**src/rtl/serial_frame_rx_pkg.sv**
```systemverilog
// Shared encodings for the serial frame receiver: FSM states, line levels, counter sizing.
package serial_frame_rx_pkg;

  typedef enum logic [1:0] {
    ST_IDLE   = 2'd0,
    ST_DATA   = 2'd1,
    ST_STOP   = 2'd2,
    ST_PARITY = 2'd3
  } state_e;

  localparam logic LINE_IDLE  = 1'b1;
  localparam logic LINE_START = 1'b0;
  localparam logic LINE_STOP  = LINE_IDLE;

  // Counter only has to reach WIDTH-1 for the largest supported WIDTH.
  localparam int MAX_WIDTH = 16;
  localparam int CNT_W     = $clog2(MAX_WIDTH);

endpackage

```
**src/rtl/serial_frame_rx_sipo_shift_reg.sv**
```systemverilog
// Serial-in parallel-out register, LSB-first fill: after WIDTH shifts the first bit sits in dat[0].
// One cycle per shift; no flow control, contents are don't-care when not shifting.
module sipo_shift_reg #(
  parameter int WIDTH = 8
) (
  input  logic             clk,
  input  logic             shift_en,
  input  logic             sin,
  output logic [WIDTH-1:0] dat
);

  logic [WIDTH-1:0] sr_q;
  logic [WIDTH-1:0] sr_d;

  always_comb begin
    sr_d = sr_q;
    if (shift_en) sr_d = {sin, sr_q[WIDTH-1:1]};
  end

  always_ff @(posedge clk) begin
    sr_q <= sr_d;
  end

  assign dat = sr_q;

endmodule

```
**src/rtl/serial_frame_rx.sv**
```systemverilog
// Start/data/stop serial frame receiver; valid pulses WIDTH+1 clocks after the start-bit sample (+1 with parity).
// No backpressure: every good frame is delivered; SERIAL_FRAME_RX_PARITY_EN adds an even-parity bit and parity_err.
module serial_frame_rx
  import serial_frame_rx_pkg::*;
#(
  parameter int WIDTH = 8
) (
  input  logic             clk,
  input  logic             r,
  input  logic             sin,
  output logic [WIDTH-1:0] q,
  output logic             valid,
  output logic             frame_err,
`ifdef SERIAL_FRAME_RX_PARITY_EN
  output logic             parity_err,
`endif
  output logic             busy
);

  localparam logic [CNT_W-1:0] LAST_BIT = CNT_W'(WIDTH - 1);

  state_e           state_q, state_d;
  logic [CNT_W-1:0] cnt_q, cnt_d;
  logic [WIDTH-1:0] q_q, q_d;
  logic             valid_q, valid_d;
  logic             frame_err_q, frame_err_d;
  logic             shift_en;
  logic [WIDTH-1:0] sr_dat;
`ifdef SERIAL_FRAME_RX_PARITY_EN
  logic             parity_bad_q, parity_bad_d;
  logic             parity_err_q, parity_err_d;
`endif

  sipo_shift_reg #(.WIDTH(WIDTH)) u_sipo (
    .clk      (clk),
    .shift_en (shift_en),
    .sin      (sin),
    .dat      (sr_dat)
  );

  always_comb begin
    state_d     = state_q;
    cnt_d       = cnt_q;
    q_d         = q_q;
    valid_d     = 1'b0;
    frame_err_d = 1'b0;
    shift_en    = 1'b0;
`ifdef SERIAL_FRAME_RX_PARITY_EN
    parity_bad_d = parity_bad_q;
    parity_err_d = 1'b0;
`endif
    case (state_q)
      ST_IDLE: begin
        if (sin == LINE_START) begin
          state_d = ST_DATA;
          cnt_d   = '0;
        end
      end
      ST_DATA: begin
        shift_en = 1'b1;
        cnt_d    = cnt_q + CNT_W'(1);
        if (cnt_q == LAST_BIT) begin
`ifdef SERIAL_FRAME_RX_PARITY_EN
          state_d = ST_PARITY;
`else
          state_d = ST_STOP;
`endif
        end
      end
`ifdef SERIAL_FRAME_RX_PARITY_EN
      ST_PARITY: begin
        // Even parity: data bits plus parity bit must XOR to zero.
        parity_bad_d = ^{sr_dat, sin};
        state_d      = ST_STOP;
      end
`endif
      ST_STOP: begin
        state_d     = ST_IDLE;
        frame_err_d = (sin != LINE_STOP);
`ifdef SERIAL_FRAME_RX_PARITY_EN
        parity_err_d = parity_bad_q;
        if (sin == LINE_STOP && !parity_bad_q) begin
`else
        if (sin == LINE_STOP) begin
`endif
          q_d     = sr_dat;
          valid_d = 1'b1;
        end
      end
      default: state_d = ST_IDLE;
    endcase
  end

  always_ff @(posedge clk) begin
    if (!r) begin
      state_q     <= ST_IDLE;
      cnt_q       <= '0;
      q_q         <= '0;
      valid_q     <= 1'b0;
      frame_err_q <= 1'b0;
`ifdef SERIAL_FRAME_RX_PARITY_EN
      parity_bad_q <= 1'b0;
      parity_err_q <= 1'b0;
`endif
    end else begin
      state_q     <= state_d;
      cnt_q       <= cnt_d;
      q_q         <= q_d;
      valid_q     <= valid_d;
      frame_err_q <= frame_err_d;
`ifdef SERIAL_FRAME_RX_PARITY_EN
      parity_bad_q <= parity_bad_d;
      parity_err_q <= parity_err_d;
`endif
    end
  end

  assign q         = q_q;
  assign valid     = valid_q;
  assign frame_err = frame_err_q;
  assign busy      = (state_q != ST_IDLE);
`ifdef SERIAL_FRAME_RX_PARITY_EN
  assign parity_err = parity_err_q;
`endif

endmodule

```
**config.mk**
```make
export PLATFORM = sky130hd
export DESIGN_NAME = serial_frame_rx
export DESIGN_NICKNAME = d
export VERILOG_FILES = /design/src/rtl/serial_frame_rx_pkg.sv /design/src/rtl/serial_frame_rx_sipo_shift_reg.sv /design/src/rtl/serial_frame_rx.sv
export SDC_FILE = /design/constraint.sdc
export NUM_CORES = 1
export LEC_CHECK = 0
export BUFFER_PORTS_ARGS = -buffer_cell sky130_fd_sc_hd__buf_2
export CAP_MARGIN = 20
export CORE_MARGIN = 2
export CORE_UTILIZATION = 56
export DETAILED_ROUTE_END_ITERATION = 12
export GPL_ROUTABILITY_DRIVEN = 0
export GPL_TIMING_DRIVEN = 0
export PLACE_DENSITY = 0.86
export SLEW_MARGIN = 20
export SYNTH_ARGS = -nofsm -noshare
export SYNTH_HDL_FRONTEND = slang
export SYNTH_SLANG_ARGS = --single-unit
```
**constraint.sdc**
```tcl
create_clock -name clk -period 2.09 [get_ports clk]
set_input_delay 0.209 -clock clk [delete_from_list [all_inputs] [get_ports clk]]
set_output_delay 0.209 -clock clk [all_outputs]
set_load 0.1 [all_outputs]
```
==> metrics.md <==
| Metric | Value |
|---|---|
| Reg-to-Reg End | `cnt_q[3]` |
| Die width | `43.24 µm` |
| Slew margin rel. | `67.64%` |
| DRT antenna net count | `0` |
| Max clock buf depth | `2` |
| Critical Path End Type | `output port` |
| Crit path launch | `state_q[1]` |
| Clk pin slew, worst setup/hold paths | `0.12 ns` |
| Fill cells | `124` |
| Via density per instance | `5.359` |
| WL final | `1.286 mm` |
| Fin crit share | `75.18%` |
| Total power | `736.4 µW` |
| Largest net degree at the start of global routing | `14` |
| Die Height | `43.24 µm` |
| Power density cells | `756.5 nW/µm²` |
| Initial core utilization | `58.59%` |
| Critical path type | `register to output port` |
| Synth Net Count | `74` |
| Final hold violations | `0` |
| Yosys cell types | `25` |
| CTS resizes | `0` |
| Syn Area/Cell | `12.32 µm²` |
| Flop2flop setup slack | `0.66 ns` |
| DRC | `0` |
| Worst reg2reg path depth | `3` |
| Register area share after synthesis | `65.02%` |
| Final Slew Violations | `0` |
| Initial detailed-routing violation count | `4` |
| Layout Nets | `92` |
| Period minus WS final | `1.571 ns` |
| Total CTS buffers | `3` |
| Die area | `1869 µm²` |
| Max IR drop VDD | `0.5087 mV` |
| Reg2reg start | `state_q[0]` |
| Via Count | `552` |
| DRT Pass-1 Iters | `4` |
| H-tree levels | `1` |
| Clock Latency Late Sink | `0.30 ns` |
| Placement Rows | `14` |
| WP data required | `1.88 ns` |
| Vias in the first global route | `496` |
| WP data arrival | `1.36 ns` |
| Post-Syn Area | `862.1 µm²` |
| CTS tree | `built` |
| Leakage | `0.4590 nW` |
| Syn Inst Count | `70` |
| Crit path capture | `busy` |
| Post-synth EDFFs | `8` |
| Setup TNS | `0 ns` |
| Avg WL per Cell | `12.49 µm` |
| Core area | `1471 µm²` |
| TritonCTS Sinks | `24` |
| Ys async rst share | `0%` |
| Fmax | `636.4 MHz` |
| #FFs+latches synth | `24` |
| Hold buffers post-CTS | `0` |
| Root Driver | `clkbuf_4` |
| Unrepaired setup endpoints after global routing | `no` |
| Total gr overflow | `0` |
| IO Count | `14` |
| Worst hold margin | `0.09820 ns` |
| Ant. Diodes | `0` |
| Final setup viols | `0` |
| Hpwl dp | `934.6 µm` |
| First-pass GRT wire length | `2.145 mm` |
| Crit Path Max Fanout | `10` |
| Max_cap viols | `0` |
| Worst Tran Pin Value | `0.4888 ns` |
| Area Growth Syn to Fin | `12.92%` |
| Outcome | `finished clean` |
| Post-CTS Setup Bufs | `0` |
| Worst min-delay path class | `input pin to register` |
| Worst Clk Skew | `0.006039 ns` |
| HP Start | `sin` |
| Synth Flop Type | `dfxtp_1` |
| Port bufs | `13` |
| Share of layout cells above drive strength 1 | `25.29%` |
| Global-route usage over all layers | `15.64%` |
| Crit start category | `register` |
| Antenna violations before repair | `0` |
| Ys Warns | `0` |
==> sequential cells by signal (all words and copies together) (netlist names) <==
register	flops
q	8
state_q	2
valid	1
cnt_q	4
frame_err	1
u_sipo.dat	8
==> per-layer routing <==
metal | wire length [µm] | GRT usage (%) | share of wire (%) | up-vias
li1 | - | - | - | 280
met1 | 614 | 19.44 | 48 | 259
met2 | 619 | 26.27 | 48 | 13
met3 | 53 | 5.106 | 4.1 | 0
met4 | 0 | 3.636 | 0 | 0
met5 | 0 | 0 | 0 | -
==> cell families after synthesis <==
group	share of synthesized area, %
AO/OA/AOI/OAI	6.097
multiplexers	9.289
flip-flops	65.02
AND/OR/NAND/NOR	16.11
adder cells (fa/ha/maj)	1.451
buffers and inverters	2.031
==> stage by stage <==
step           setup slack, ns  instance area (µm²)  util, %  std cells
3_5_place_dp            0.6692                947.2    64.37         99
5_1_grt                 0.4330                973.4    66.16        103
4_1_cts                 0.5040                973.4    66.16        103
6_report                0.5187                973.4    66.16        103
3_3_place_gp            0.7061                947.2    64.37         99
2_1_floorplan           0.8371                862.1        -         70
==> critical path: stages (launching register included) <==
cell and delay [ns]:
dfxtp_1 0.32, buf_2 0.17, or2_2 0.30, buf_2 0.29
==> cells in the final DEF (no fill, tap or decap) <==
cell and count:
a31oi_1 1, a2111oi_0 1, nor4b_1 1, or3b_1 1, buf_2 15, nand3_1 2
a21oi_1 2, ha_1 1, nand2_1 1, or2_2 1, edfxtp_1 8, nand3b_1 1
dfxtp_1 16, a211oi_1 1, nor2_1 11, clkbuf_1 2, and3_2 1, inv_1 1
mux2i_1 8, and3b_1 1, clkbuf_4 3, o21ai_0 4, and2b_2 1, nor3b_1 1
nor2b_1 1, nor2b_4 1
==> synth_stat cells, drive strengths merged, types with 2 or more instances <==
cell type / count / area, µm²
a21oi: 2 / 10.01
buf: 2 / 10.01
dfxtp: 16 / 320.3
edfxtp: 8 / 240.2
mux2i: 8 / 80.08
nand3: 2 / 10.01
nor2: 11 / 41.29
nor2b: 2 / 20.02
o21ai: 4 / 20.02
==> worst min-delay path by stage <==
stage           endpoint  slack [ns]  cells after the start
6_report       frame_err         0.1                      2
5_1_grt        frame_err        0.09                      2
4_1_cts        frame_err        0.09                      2
3_5_place_dp   frame_err        0.43                      2
3_3_place_gp   frame_err        0.42                      2
2_1_floorplan  frame_err        0.29                      1
==> area by class of cell <==
type | instances | area (µm²) | share of cell area, %
buffer | 3 | 13.76 | 1.414
clock buffer | 4 | 26.28 | 2.699
inverter | 1 | 3.754 | 0.3856
multi-input combinational | 42 | 284.0 | 29.18
sequential | 24 | 560.5 | 57.58
tap | 16 | 20.02 | 2.057
timing repair buffer | 13 | 65.06 | 6.684
==> report_power, final <==
part	internal, mW	switching (mW)
registers	0.496	0.00889
logic	0.0112	0.0259
clock network	0.0742	0.120
total	0.582	0.155
Power figures use the tool's default switching activity.
